===== config.mk =====
export PLATFORM = sky130hd
export DESIGN_NAME = id_ex_stage
export DESIGN_NICKNAME = d
export VERILOG_FILES = /design/src/rtl/id_ex_stage.sv
export SDC_FILE = /design/constraint.sdc
export NUM_CORES = 1
export LEC_CHECK = 0
export BUFFER_PORTS_ARGS = -buffer_cell sky130_fd_sc_hd__buf_4
export CAP_MARGIN = 20
export CORE_ASPECT_RATIO = 0.5
export CORE_MARGIN = 2
export CORE_UTILIZATION = 46
export DETAILED_ROUTE_END_ITERATION = 12
export PLACE_DENSITY = 0.84
export SLEW_MARGIN = 30
export SYNTH_ARGS = -nofsm -noshare
export SYNTH_HDL_FRONTEND = slang
export SYNTH_SLANG_ARGS = --single-unit

===== constraint.sdc =====
create_clock -name clk -period 3.8 [get_ports clk]
set_input_delay 0.95 -clock clk [delete_from_list [all_inputs] [get_ports clk]]
set_output_delay 0.95 -clock clk [all_outputs]
set_load 0.05 [all_outputs]

===== src/rtl/id_ex_stage.sv =====
// rtl/id_ex_stage.sv - ID/EX pipeline register with operand forwarding and load-use bubble insertion
module id_ex_stage #(
    parameter int DW = 32,
    parameter int RW = 5
) (
    input  logic          clk,
    input  logic          reset,
    input  logic          hold,
    input  logic          flush,
    input  logic          id_valid,
    input  logic [DW-1:0] id_rs_data,
    input  logic [DW-1:0] id_rt_data,
    input  logic [DW-1:0] id_imm,
    input  logic [RW-1:0] id_rs,
    input  logic [RW-1:0] id_rt,
    input  logic [RW-1:0] id_wreg,
    input  logic [3:0]    id_aluctr,
    input  logic [4:0]    id_shamt,
    input  logic          id_alusrc,
    input  logic          id_regwrite,
    input  logic          id_memread,
    input  logic          id_memwrite,
    input  logic          id_memtoreg,
    input  logic          exmem_regwrite,
    input  logic [RW-1:0] exmem_wreg,
    input  logic [DW-1:0] exmem_result,
    input  logic          memwb_regwrite,
    input  logic [RW-1:0] memwb_wreg,
    input  logic [DW-1:0] memwb_data,
    output logic [DW-1:0] src_a,
    output logic [DW-1:0] src_b,
    output logic [3:0]    aluctr,
    output logic [4:0]    shamt,
    output logic [DW-1:0] store_data,
    output logic          ex_valid,
    output logic [RW-1:0] ex_wreg,
    output logic          ex_regwrite,
    output logic          ex_memread,
    output logic          ex_memwrite,
    output logic          ex_memtoreg,
    output logic          load_use_stall
);

    logic [DW-1:0] rs_data_q;
    logic [DW-1:0] rt_data_q;
    logic [DW-1:0] imm_q;
    logic [RW-1:0] rs_q;
    logic [RW-1:0] rt_q;
    logic          alusrc_q;
    logic          bubble;

    assign load_use_stall = ex_valid && ex_memread && (ex_wreg != '0) && id_valid &&
                            ((ex_wreg == id_rs) || (ex_wreg == id_rt));

    // Hold outranks flush and stall, so a bubble is only written on an unfrozen edge.
    assign bubble = reset || (!hold && (flush || load_use_stall));

    always_ff @(posedge clk) begin
        if (bubble) begin
            rs_data_q   <= '0;
            rt_data_q   <= '0;
            imm_q       <= '0;
            rs_q        <= '0;
            rt_q        <= '0;
            ex_wreg     <= '0;
            aluctr      <= 4'b0000;
            shamt       <= '0;
            alusrc_q    <= 1'b0;
            ex_regwrite <= 1'b0;
            ex_memread  <= 1'b0;
            ex_memwrite <= 1'b0;
            ex_memtoreg <= 1'b0;
            ex_valid    <= 1'b0;
        end else if (!hold) begin
            rs_data_q   <= id_rs_data;
            rt_data_q   <= id_rt_data;
            imm_q       <= id_imm;
            rs_q        <= id_rs;
            rt_q        <= id_rt;
            ex_wreg     <= id_wreg;
            aluctr      <= id_aluctr;
            shamt       <= id_shamt;
            alusrc_q    <= id_alusrc   && id_valid;
            ex_regwrite <= id_regwrite && id_valid;
            ex_memread  <= id_memread  && id_valid;
            ex_memwrite <= id_memwrite && id_valid;
            ex_memtoreg <= id_memtoreg && id_valid;
            ex_valid    <= id_valid;
        end
    end

    // Register 0 never matches, so $zero always reads the registered value.
    logic ex_hit_rs, ex_hit_rt, wb_hit_rs, wb_hit_rt;
    logic [DW-1:0] fwd_rs, fwd_rt;

    assign ex_hit_rs = exmem_regwrite && (exmem_wreg != '0) && (exmem_wreg == rs_q);
    assign ex_hit_rt = exmem_regwrite && (exmem_wreg != '0) && (exmem_wreg == rt_q);
    assign wb_hit_rs = memwb_regwrite && (memwb_wreg != '0) && (memwb_wreg == rs_q);
    assign wb_hit_rt = memwb_regwrite && (memwb_wreg != '0) && (memwb_wreg == rt_q);

    assign fwd_rs = ex_hit_rs ? exmem_result : (wb_hit_rs ? memwb_data : rs_data_q);
    assign fwd_rt = ex_hit_rt ? exmem_result : (wb_hit_rt ? memwb_data : rt_data_q);

    assign src_a      = fwd_rs;
    assign store_data = fwd_rt;
    assign src_b      = alusrc_q ? imm_q : fwd_rt;

endmodule


==> metrics.txt, run 1 <==
synth warn 0; final setup vio count 14; detail-routed net length per standard cell around 22 um; critical path startpoint category input port; Internal 2810 uW; Mean Syn Cell Area 9.26 sq um; element type at the critical path end primary output; cell area after synthesis roughly 0.0061 sq mm; worst hold stages 1; Synth top area share 0.414; fraction of registers with async set/reset 0; Synth Area in Compound Gates 0.291; PwrDens 383 mW/mm^2; Worst Path Arrival 2880 ps; most frequent cells in the layout 303 x buf_4, 125 x dfxtp_1, 121 x a22o_1; post-synthesis sequential area ratio 0.414; leakage 0.00434 uW; Yosys top cell by area dfxtp_1; synthesized instance count 658; f_max 261 MHz; worst vdd ir about 0.36 mV; H-tree levels 4; Worst Tran Pin Value roughly 630 ps; ANT cells 0; detailed-placement wirelength estimate 17.4 mm; detailed-router iteration count before antenna repair 8; Post-Syn Nets 864; CTS Buffer Depth 2; HP Start rs_data_q[11]$_SDFFE_PP0N_; die span in x between 150 and 200 um; Starting Density 0.476; largest cells by area after synthesis dfxtp_1 41%, a22o_1 17%, mux2i_1 11%; clk slew on worst S/H paths 60 ps; Post-Synth Adder-Cell Area 0; Final min period approximately 3800 ps; share of cells above drive strength 1 0.526; reg2reg start ex_wreg[0]$_SDFFE_PP0N_; dpl cell area 0.00961 sq mm; reg2reg setup slack 1810 ps; Filler cells ~800; simple-gate share of the synthesized area 0.0844; first-pass GRT wire length 37.5 mm; HP Class reg2reg; CTS root buffer clkbuf_16; Design Power 4030 uW; die height about 85 um; largest net degree at the start of global routing 100; Final Hold Viols 0; Clock Power Share 0.411; final setup margin -33.4 ps; critical path required time 2850 ps; clock insertion delay at the later pin of the skew report 410 ps; final wirelength 24.7 mm; CTS Buf Count 17; reg2reg end rt_data_q[15]$_SDFFE_PP0N_; Final ANT Viol Nets 0; die area around 0.014 sq mm; Worst R2R Path Depth 6; Most used DFF post-synth dfxtp_1; Global Route Usage Sum 0.333; Port Buf Inserts 321; CTS tree done; critical-path cell list buf_6 > or4_4 > o21a_1 > and4_4 > buf_12 > mux2i_4 > buf_6 > a221oi_4 > buf_6; standard-cell row count 29; First DRT Iteration DRCs between 500 and 600; distinct cell type count after synthesis 25; CTS Sinks 126; Final Cycle Share 1.01; critical path's largest stage delay 520 ps; vias in the first global route between 6k and 7k; Top Family by Delay on Critical Path simple AND/OR/NAND/NOR gates; routability cong. about 1; Synth Area in XOR/XNOR 0.0431; cell mode on critical path buf_6; post-route cell area 0.0105 sq mm; Max Fanout on Critical Path 5; Setup TNS Final -216 ps; EDFF count, synth 0; Slew Viols, Final 0; Sw Pwr 1220 uW; RSZ-0062 raised after global routing yes; Rel. slew slack 0.581; max cap viols 0; largest family of logic cells by synthesized area compound AO/OA/AOI/OAI gates; hold buffer count at CTS 0; most common cell after layout, fill and taps aside buf_4; DRC viols 0; Area Overhead vs Synth 72.7%; failing checks setup timing; Overflow after GRT 0; Worst Skew approximately 14 ps; routed via count 6783; area of the core 0.0128 sq mm; critical path class in2out; combinational power share 0.237; FF+latch count, synth approximately 130; I/O pin cnt roughly 320; status complete, but fails checks; slowest CP cell or4_4; Hold Crit Endpoint rs_data_q[11]$_SDFFE_PP0N_; Switching Share 0.302; post-synthesis mux area share 0.105; Via density 5.90; Nets around 1.2k; Sequential Power Share 0.352; initial antenna violation count 0; CP Buf/Inv Count 4
layout make-up:
class	instances	area, sq um	share of cell area
clock buffers	20	467	0.0444
inverters	32	120	0.0114
well taps	170	213	0.0202
repair buffers	351	2950	0.281
clock inverters	12	136	0.0130
multi-input cells	438	4110	0.390
flip-flops and latches	126	2530	0.240
what timing repair did:
| action | 4_1_cts | 5_1_grt |
|---|---|---|
| setup endpoints to repair | 43 | 48 |
| pin swaps | 2 | 4 |
| buffers inserted | 0 | 1 |
| gates resized for setup | 55 | 15 |
| cloned | 1 | 1 |
cell usage after synthesis (2+ instances only):
cell type,instances
nand3_1,4
inv_1,32
a22o_1,121
buf_2,10
a32o_1,5
nand2_1,34
xnor2_1,16
xor2_1,14
mux2i_1,64
and4_1,3
o21ai_0,32
o21a_1,2
buf_4,4
clkbuf_1,48
nor3_1,37
or4_1,2
nor2_1,34
dfxtp_1,126
a21oi_1,33
a221oi_1,32
flip-flops by register name, summed over array words and instances (netlist names):
signal,cells
ex_wreg,5
shamt,5
rt_q,5
aluctr,4
rs_data_q,32
alusrc_q,1
rt_data_q,32
ex_regwrite,1
ex_memtoreg,1
ex_valid,1
rs_q,5
imm_q,32
ex_memread,1
ex_memwrite,1
how the worst max path moves through the flow:
stage	start	end	slack, ps	cells past startpoint
floorplan	memwb_wreg[1]	src_b[30]	-230	7
global placement	memwb_wreg[1]	src_b[2]	-60	8
detailed placement	memwb_wreg[1]	src_b[10]	-120	8
CTS	memwb_wreg[1]	src_b[26]	-20	9
global route	memwb_wreg[1]	src_b[23]	-70	9
finish	memwb_wreg[1]	src_b[23]	-30	9
power by group through the flow:
stage	registers [uW]	clock network, uW	logic, uW
4_1_cts	1420	1660	942
3_5_place_dp	1440	0	907
6_report	1420	1650	954
5_1_grt	1420	1730	994
3_3_place_gp	1440	0	895
2_1_floorplan	1450	0	510
metrics by stage:
step                std cells  setup slack [ps]   util  hold slack, ps
finish                   1149             -33.4  0.821             475
detailed placement       1116              -116  0.750             455
global placement         1116             -63.4  0.750             453
CTS                      1149             -21.1  0.815             475
floorplan                 658              -234      -             441
global route             1149             -65.8  0.821             486
worst register-to-register path: cells and delay by family, from the launching register on:
family,cells,cell delay [ps]
buffers and inverters,1,400
and+or+nand+nor,1,90
AOI/OAI and AO/OA,3,890
DFF,1,450
xor gates and xnor gates,1,110
kinds of logic after synthesis:
family                 after synthesis
buffers and inverters               94
multiplexers                        64
flip-flops                         126
XOR/XNOR                            30
AO/OA/AOI/OAI                      228
AND/OR/NAND/NOR                    116
layer usage:
metal,share of wire,track usage
met1,0.41,0.427
met2,0.47,0.547
met3,0.071,0.0779
met4,0.040,0.142
met5,0,0
(Power assumes the default switching activity.)
==> run 2, diff against run 1 <==
BUFFER_PORTS_ARGS = -buffer_cell sky130_fd_sc_hd__buf_2   (was -buffer_cell sky130_fd_sc_hd__buf_4)
==> run 2 against run 1 <==
  * The flow still finishes with violations (setup timing)
  * Sequential share of layout area rose by 1.4 points
  * Utilization fell by 4.4 points
  * Critical path depth fell by 1
  * Via count fell by 0.32%
  * Largest power group unchanged
  * Routed wire length fell by 1.9%
  * Sequential cell count did not move
  * Total power fell by 2.5%
  * Final area fell by 5.4%
==> metrics.txt, run 2 (synthesis gave the netlist of run 1 again) <==
clk slew on worst S/H paths 60 ps (about the same); PwrDens 394 mW/mm^2 (was 383 mW/mm^2); M2 GR Usage 0.518 (was 0.547); met1 Track Usage GR 0.409 (was 0.427); share of cells above drive strength 1 0.525 (was 0.526); reg2reg setup slack 1530 ps (was 1810 ps); Worst Skew 8.12 ps (was 13.8 ps); reg2reg start ex_wreg[0]$_SDFFE_PP0N_ (unchanged); most common cell after layout, fill and taps aside buf_2 (was buf_4); Via density 5.86 (was 5.90); status complete, but fails checks (unchanged); most frequent cells in the layout 270 x buf_2, 125 x dfxtp_1, 121 x a22o_1 (was 303 x buf_4, 125 x dfxtp_1, 121 x a22o_1); DRC viols 0 (unchanged); dpl cell area 0.00886 sq mm (was 0.00961 sq mm); max cap viols 0 (unchanged); First DRT Iteration DRCs 441 (was 520); final setup vio count 28 (was 14); Filler cells 854 (was 799); Max Fanout on Critical Path 8 (was 5); GR Layer Usage met3 0.0704 (was 0.0779); I/O pin cnt 322 (unchanged); detail-routed net length per standard cell 21.0 um (was 21.5 um); routability cong. 0.936 (was 0.981); Nets 1175 (was 1172); final wirelength 24.3 mm (was 24.7 mm); reg2reg end alusrc_q$_SDFFE_PP0N_ (was rt_data_q[15]$_SDFFE_PP0N_); hold buffer count at CTS 0 (unchanged); H-tree levels 4 (unchanged); Area Overhead vs Synth 63.4% (was 72.7%); crit path launch memwb_wreg[1] (unchanged); post-route cell area 0.00995 sq mm (was 0.0105 sq mm); largest net degree at the start of global routing 127 (was 100); CTS Buffer Depth 2 (unchanged); Worst Path Arrival 2900 ps (was 2880 ps); worst vdd ir 0.334 mV (was 0.358 mV); Rel. slew slack 0.330 (was 0.581); CP endpoint src_b[25] (was src_b[23]); routed via count 6761 (was 6783); Overflow after GRT 0 (unchanged); Design Power 3920 uW (was 4030 uW); Port Buf Inserts 321 (unchanged); initial antenna violation count 1 (was 0); Final ANT Viol Nets 0 (unchanged); failing checks setup timing (unchanged); leakage 0.00421 uW (was 0.00434 uW); Worst R2R Path Depth 6 (unchanged); CTS Buf Count 17 (unchanged); largest registers imm_q: 32 flops, rs_data_q: 32 flops, rt_data_q: 32 flops (unchanged); Global Route Usage Sum 0.319 (was 0.333); DP Worst Slack -106 ps (was -116 ps); Starting Density 0.476 (unchanged); critical path class in2out (unchanged); GR peak layer met2 (unchanged); Post-CTS Setup Repair Bufs 0 (unchanged); RSZ-0062 raised after global routing yes (unchanged); critical path required time 2850 ps (about the same); HP Class reg2reg (unchanged); first-pass GRT wire length 35.7 mm (was 37.5 mm); area of the core 0.0128 sq mm (unchanged); standard-cell row count 29 (unchanged); FF/Latch Area 0.00253 sq mm (unchanged); CTS Sinks 126 (unchanged); clock insertion delay at the later pin of the skew report 410 ps (about the same); area of the multi-input gates 0.00416 sq mm (was 0.00411 sq mm); Final min period 3850 ps (was 3830 ps); Hold WS 468 ps (was 475 ps); CTS tree done (unchanged); CTS root buffer clkbuf_16 (unchanged); detailed-placement wirelength estimate 16.9 mm (was 17.4 mm); vias in the first global route 6590 (was 6842); element type at the critical path end primary output (unchanged); final setup margin -51.6 ps (was -33.4 ps); die span in x 167 um (unchanged); critical path startpoint category input port (unchanged); Slew Viols, Final 0 (unchanged); Final Hold Viols 0 (unchanged); Worst Tran Pin Value 1010 ps (was 628 ps); Final Cycle Share 1.01 (about the same); f_max 260 MHz (was 261 MHz); detailed-router iteration count before antenna repair 5 (was 8); die area 0.0142 sq mm (unchanged); Final Core Density 0.777 (was 0.821); die height 85.4 um (unchanged)
run 2: cell types whose count changed in the layout (fill, tap and decap cells not counted), sizes merged:
cell and delta:
buf -11, clkbuf +11, clkinv +1, clkinvlp -4, diode +1, inv +6
run 2: per-layer routing:
metal,vias up,wire [um]
li1,3111,-
met1,3233,10200
met2,335,11400
met3,82,1550
met4,0,1110
met5,-,0
run 2: repair_timing:
| action | 4_1_cts | 5_1_grt |
|---|---|---|
| cloned | 1 | 3 |
| endpoints found under the setup margin | 48 | 75 |
| pin swaps | 2 | 4 |
| gates resized for setup | 57 | 65 |
run 2: worst max-delay path: stages:
cell	delay (ps)
buf_2	110
or4_1	530
o21a_1	220
and4_4	210
clkbuf_16	210
mux2i_2	200
a221oi_4	270
buf_6	200
run 2: layout make-up:
class                           instances  share of cell area
Clock buffer                           17              0.0427
Antenna cell                            1            0.000251
Clock inverter                         15              0.0158
Sequential cell                       126               0.254
Timing Repair Buffer                  354               0.236
Multi-Input combinational cell        438               0.418
Inverter                               32              0.0121
Tap cell                              170              0.0214
run 2: per-stage QoR:
stage	TNS (ps)	instances
2_1_floorplan	-663	658
3_3_place_gp	-1080	1116
3_5_place_dp	-2240	1116
4_1_cts	-84.9	1149
5_1_grt	-2530	1153
6_report	-712	1153
run 2: how the worst min path moves through the flow:
stage	from	to	slack (ps)	cells after the start
floorplan	rs_data_q[0]$_SDFFE_PP0N_	rs_data_q[0]$_SDFFE_PP0N_	440	1
global placement	ex_memwrite$_SDFFE_PP0N_	ex_memwrite$_SDFFE_PP0N_	450	1
detailed placement	aluctr[3]$_SDFFE_PP0N_	aluctr[3]$_SDFFE_PP0N_	450	1
CTS	shamt[0]$_SDFFE_PP0N_	shamt[0]$_SDFFE_PP0N_	470	1
global route	rs_data_q[29]$_SDFFE_PP0N_	rs_data_q[29]$_SDFFE_PP0N_	480	1
finish	ex_regwrite$_SDFFE_PP0N_	ex_regwrite$_SDFFE_PP0N_	470	1
run 2: power by group:
part / switching, uW / total [uW] / leakage (uW) / internal (uW)
combinational: 540 / 878 / 0.00289 / 338
clock: 651 / 1630 / 0.000286 / 975
sequential: 47.0 / 1420 / 0.00103 / 1370
total: 1240 / 3920 / 0.00421 / 2690
==> run 3, diff against run 2 <==
==> constraint.sdc (replaced) <==
create_clock -name clk -period 3.8 [get_ports clk]
set_input_delay 0.19 -clock clk [delete_from_list [all_inputs] [get_ports clk]]
set_output_delay 0.19 -clock clk [all_outputs]
set_load 0.05 [all_outputs]
==> run 3 against run 2 <==
  * The run now ends clean
  * Largest cell class unchanged
  * Total power shrank 2.4%
  * Highest routed layer unchanged
  * Sequential power hardly changed
  * First-iteration DRC count up 15%
  * Final cell count is 0.17% lower
  * Critical path depth is 1 lower
  * Maximum frequency is 26% higher
==> metrics.txt, run 3 (synthesis gave the netlist of run 1 again) <==
status completed (was complete, but fails checks); Max Fanout on Critical Path 17 (was 8); Starting Density 0.476 (unchanged); area of the multi-input gates 0.00323 sq mm (was 0.00416 sq mm); reg2reg setup slack 1410 ps (was 1530 ps); final setup vio count 0 (was 28); Post-CTS Setup Repair Bufs 0 (unchanged); CTS tree done (unchanged); CTS Sinks 126 (unchanged); share of cells above drive strength 1 0.378 (was 0.525); routability cong. 1.02 (was 0.936); largest net degree at the start of global routing 97 (was 127); max cap viols 0 (unchanged); Rel. slew slack 0.406 (was 0.330); Worst Tran Pin Value 891 ps (was 1010 ps); Area Overhead vs Synth 42.6% (was 63.4%); Final ANT Viol Nets 0 (unchanged); First DRT Iteration DRCs 509 (was 441); post_cts resized 0 (was 57); critical path required time 3610 ps (was 2850 ps); Via density 5.71 (was 5.86); detail-routed net length per standard cell 19.0 um (was 21.0 um); Final Cycle Share 0.807 (was 1.01); Worst Path Arrival 2880 ps (was 2900 ps); critical path startpoint category register (was input port); standard-cell row count 29 (unchanged); worst vdd ir 0.347 mV (was 0.334 mV); Final Hold Viols 0 (unchanged); critical path class reg2out (was in2out); Setup TNS Final 0 ps (was -712 ps); dpl cell area 0.00781 sq mm (was 0.00886 sq mm); element type at the critical path end primary output (unchanged); worst hold stages 2 (was 1); I/O pin cnt 322 (unchanged); initial antenna violation count 1 (unchanged); Final min period 3070 ps (was 3850 ps); reg2reg start ex_wreg[0]$_SDFFE_PP0N_ (unchanged); die height 85.4 um (unchanged); Worst Skew 14.4 ps (was 8.12 ps); most common cell after layout, fill and taps aside buf_2 (unchanged); clock insertion delay at the later pin of the skew report 400 ps (was 410 ps); FF/Latch Area 0.00252 sq mm (was 0.00253 sq mm); hold buffer count at CTS 19 (was 0); post-route cell area 0.00869 sq mm (was 0.00995 sq mm); f_max 326 MHz (was 260 MHz); Port Buf Inserts 321 (unchanged); final wirelength 21.8 mm (was 24.3 mm); most frequent cells in the layout 321 x buf_2, 125 x dfxtp_1, 121 x a22o_1 (was 270 x buf_2, 125 x dfxtp_1, 121 x a22o_1); Slew Viols, Final 0 (unchanged); leakage 0.00393 uW (was 0.00421 uW); detailed-placement wirelength estimate 15.6 mm (was 16.9 mm); detailed-router iteration count before antenna repair 5 (unchanged); HP Start id_aluctr[2] (was ex_regwrite$_SDFFE_PP0N_); CTS root buffer clkbuf_16 (unchanged); critical-path cell list xor2_1 > nor3_1 > and4_2 > buf_12 > mux2i_1 > a221oi_1 > buf_2 (was buf_2 > or4_1 > o21a_1 > and4_4 > clkbuf_16 > mux2i_2 > a221oi_4 > buf_6); clk slew on worst S/H paths 60 ps (about the same); RSZ-0062 raised after global routing no (was yes); HP Class in2reg (was reg2reg); CTS Buf Count 17 (unchanged); PwrDens 441 mW/mm^2 (was 394 mW/mm^2); first-pass GRT wire length 33.4 mm (was 35.7 mm); routed via count 6570 (was 6761); reg2reg end imm_q[21]$_SDFFE_PP0N_ (was alusrc_q$_SDFFE_PP0N_); die span in x 167 um (unchanged); largest registers imm_q: 32 flops, rs_data_q: 32 flops, rt_data_q: 32 flops (unchanged); Filler cells 1111 (was 854); area of the core 0.0128 sq mm (unchanged); CTS Buffer Depth 2 (unchanged); slowest CP cell and4_2 (was or4_1); Worst R2R Path Depth 6 (unchanged); Hold Crit Endpoint aluctr[2]$_SDFFE_PP0N_ (was ex_regwrite$_SDFFE_PP0N_); Global Route Usage Sum 0.294 (was 0.319); die area 0.0142 sq mm (unchanged); Overflow after GRT 0 (unchanged); vias in the first global route 6391 (was 6590); H-tree levels 4 (unchanged); Nets 1175 (unchanged); critical path's largest stage delay 720 ps (was 530 ps); DRC viols 0 (unchanged)
run 3: per-stage QoR:
step / hold slack (ps) / cells / utilization / total power, uW / setup slack [ps]
after global routing: 1.19 / 1151 / 0.678 / 3970 / 592
final: 11.9 / 1151 / 0.678 / 3830 / 733
after CTS: 0.137 / 1145 / 0.672 / 3840 / 496
after floorplan: 323 / 658 / - / 1890 / 854
after global placement: 405 / 1096 / 0.610 / 2140 / 1070
after detailed placement: 409 / 1096 / 0.610 / 2150 / 955
run 3: metal layers:
metal / track usage / wire length, um / vias to the layer above
met3: 0.0518 / 1320 / 47
met2: 0.483 / 10400 / 292
met4: 0.113 / 588 / 0
li1: - / - / 3079
met1: 0.390 / 9550 / 3152
met5: 0 / 0 / -
run 3: area by class of cell:
type	instances	area share
clock buffers	18	0.0506
well taps	170	0.0245
multi-input cells	438	0.371
inverters	32	0.0138
repair buffers	354	0.229
clock inverters	12	0.0196
flip-flops and latches	126	0.291
diodes	1	0.000288
run 3: worst max path at each step:
stage	from	end	slack [ps]	cells after the start
floorplan	memwb_wreg[1]	src_b[30]	850	7
global placement	memwb_wreg[1]	src_b[2]	1070	8
detailed placement	rt_q[4]$_SDFFE_PP0N_	src_b[31]	960	6
CTS	rt_q[4]$_SDFFE_PP0N_	src_b[31]	500	6
global route	rt_q[2]$_SDFFE_PP0N_	src_b[10]	590	7
finish	rt_q[2]$_SDFFE_PP0N_	src_b[2]	730	7
run 3: critical path: cells and delay by family, from the launching register on:
family,cells,cell delay [ps]
AO/OA/AOI/OAI,1,130
XOR/XNOR,1,170
buffers and inverters,2,530
flip-flops,1,340
multiplexers,1,400
AND/OR/NAND/NOR,2,900
run 3: power by group:
part	leakage, uW	internal, uW	switching (uW)	total, uW
clock	0.000301	1100	579	1680
combinational	0.00260	251	486	737
sequential	0.00103	1370	36.7	1410
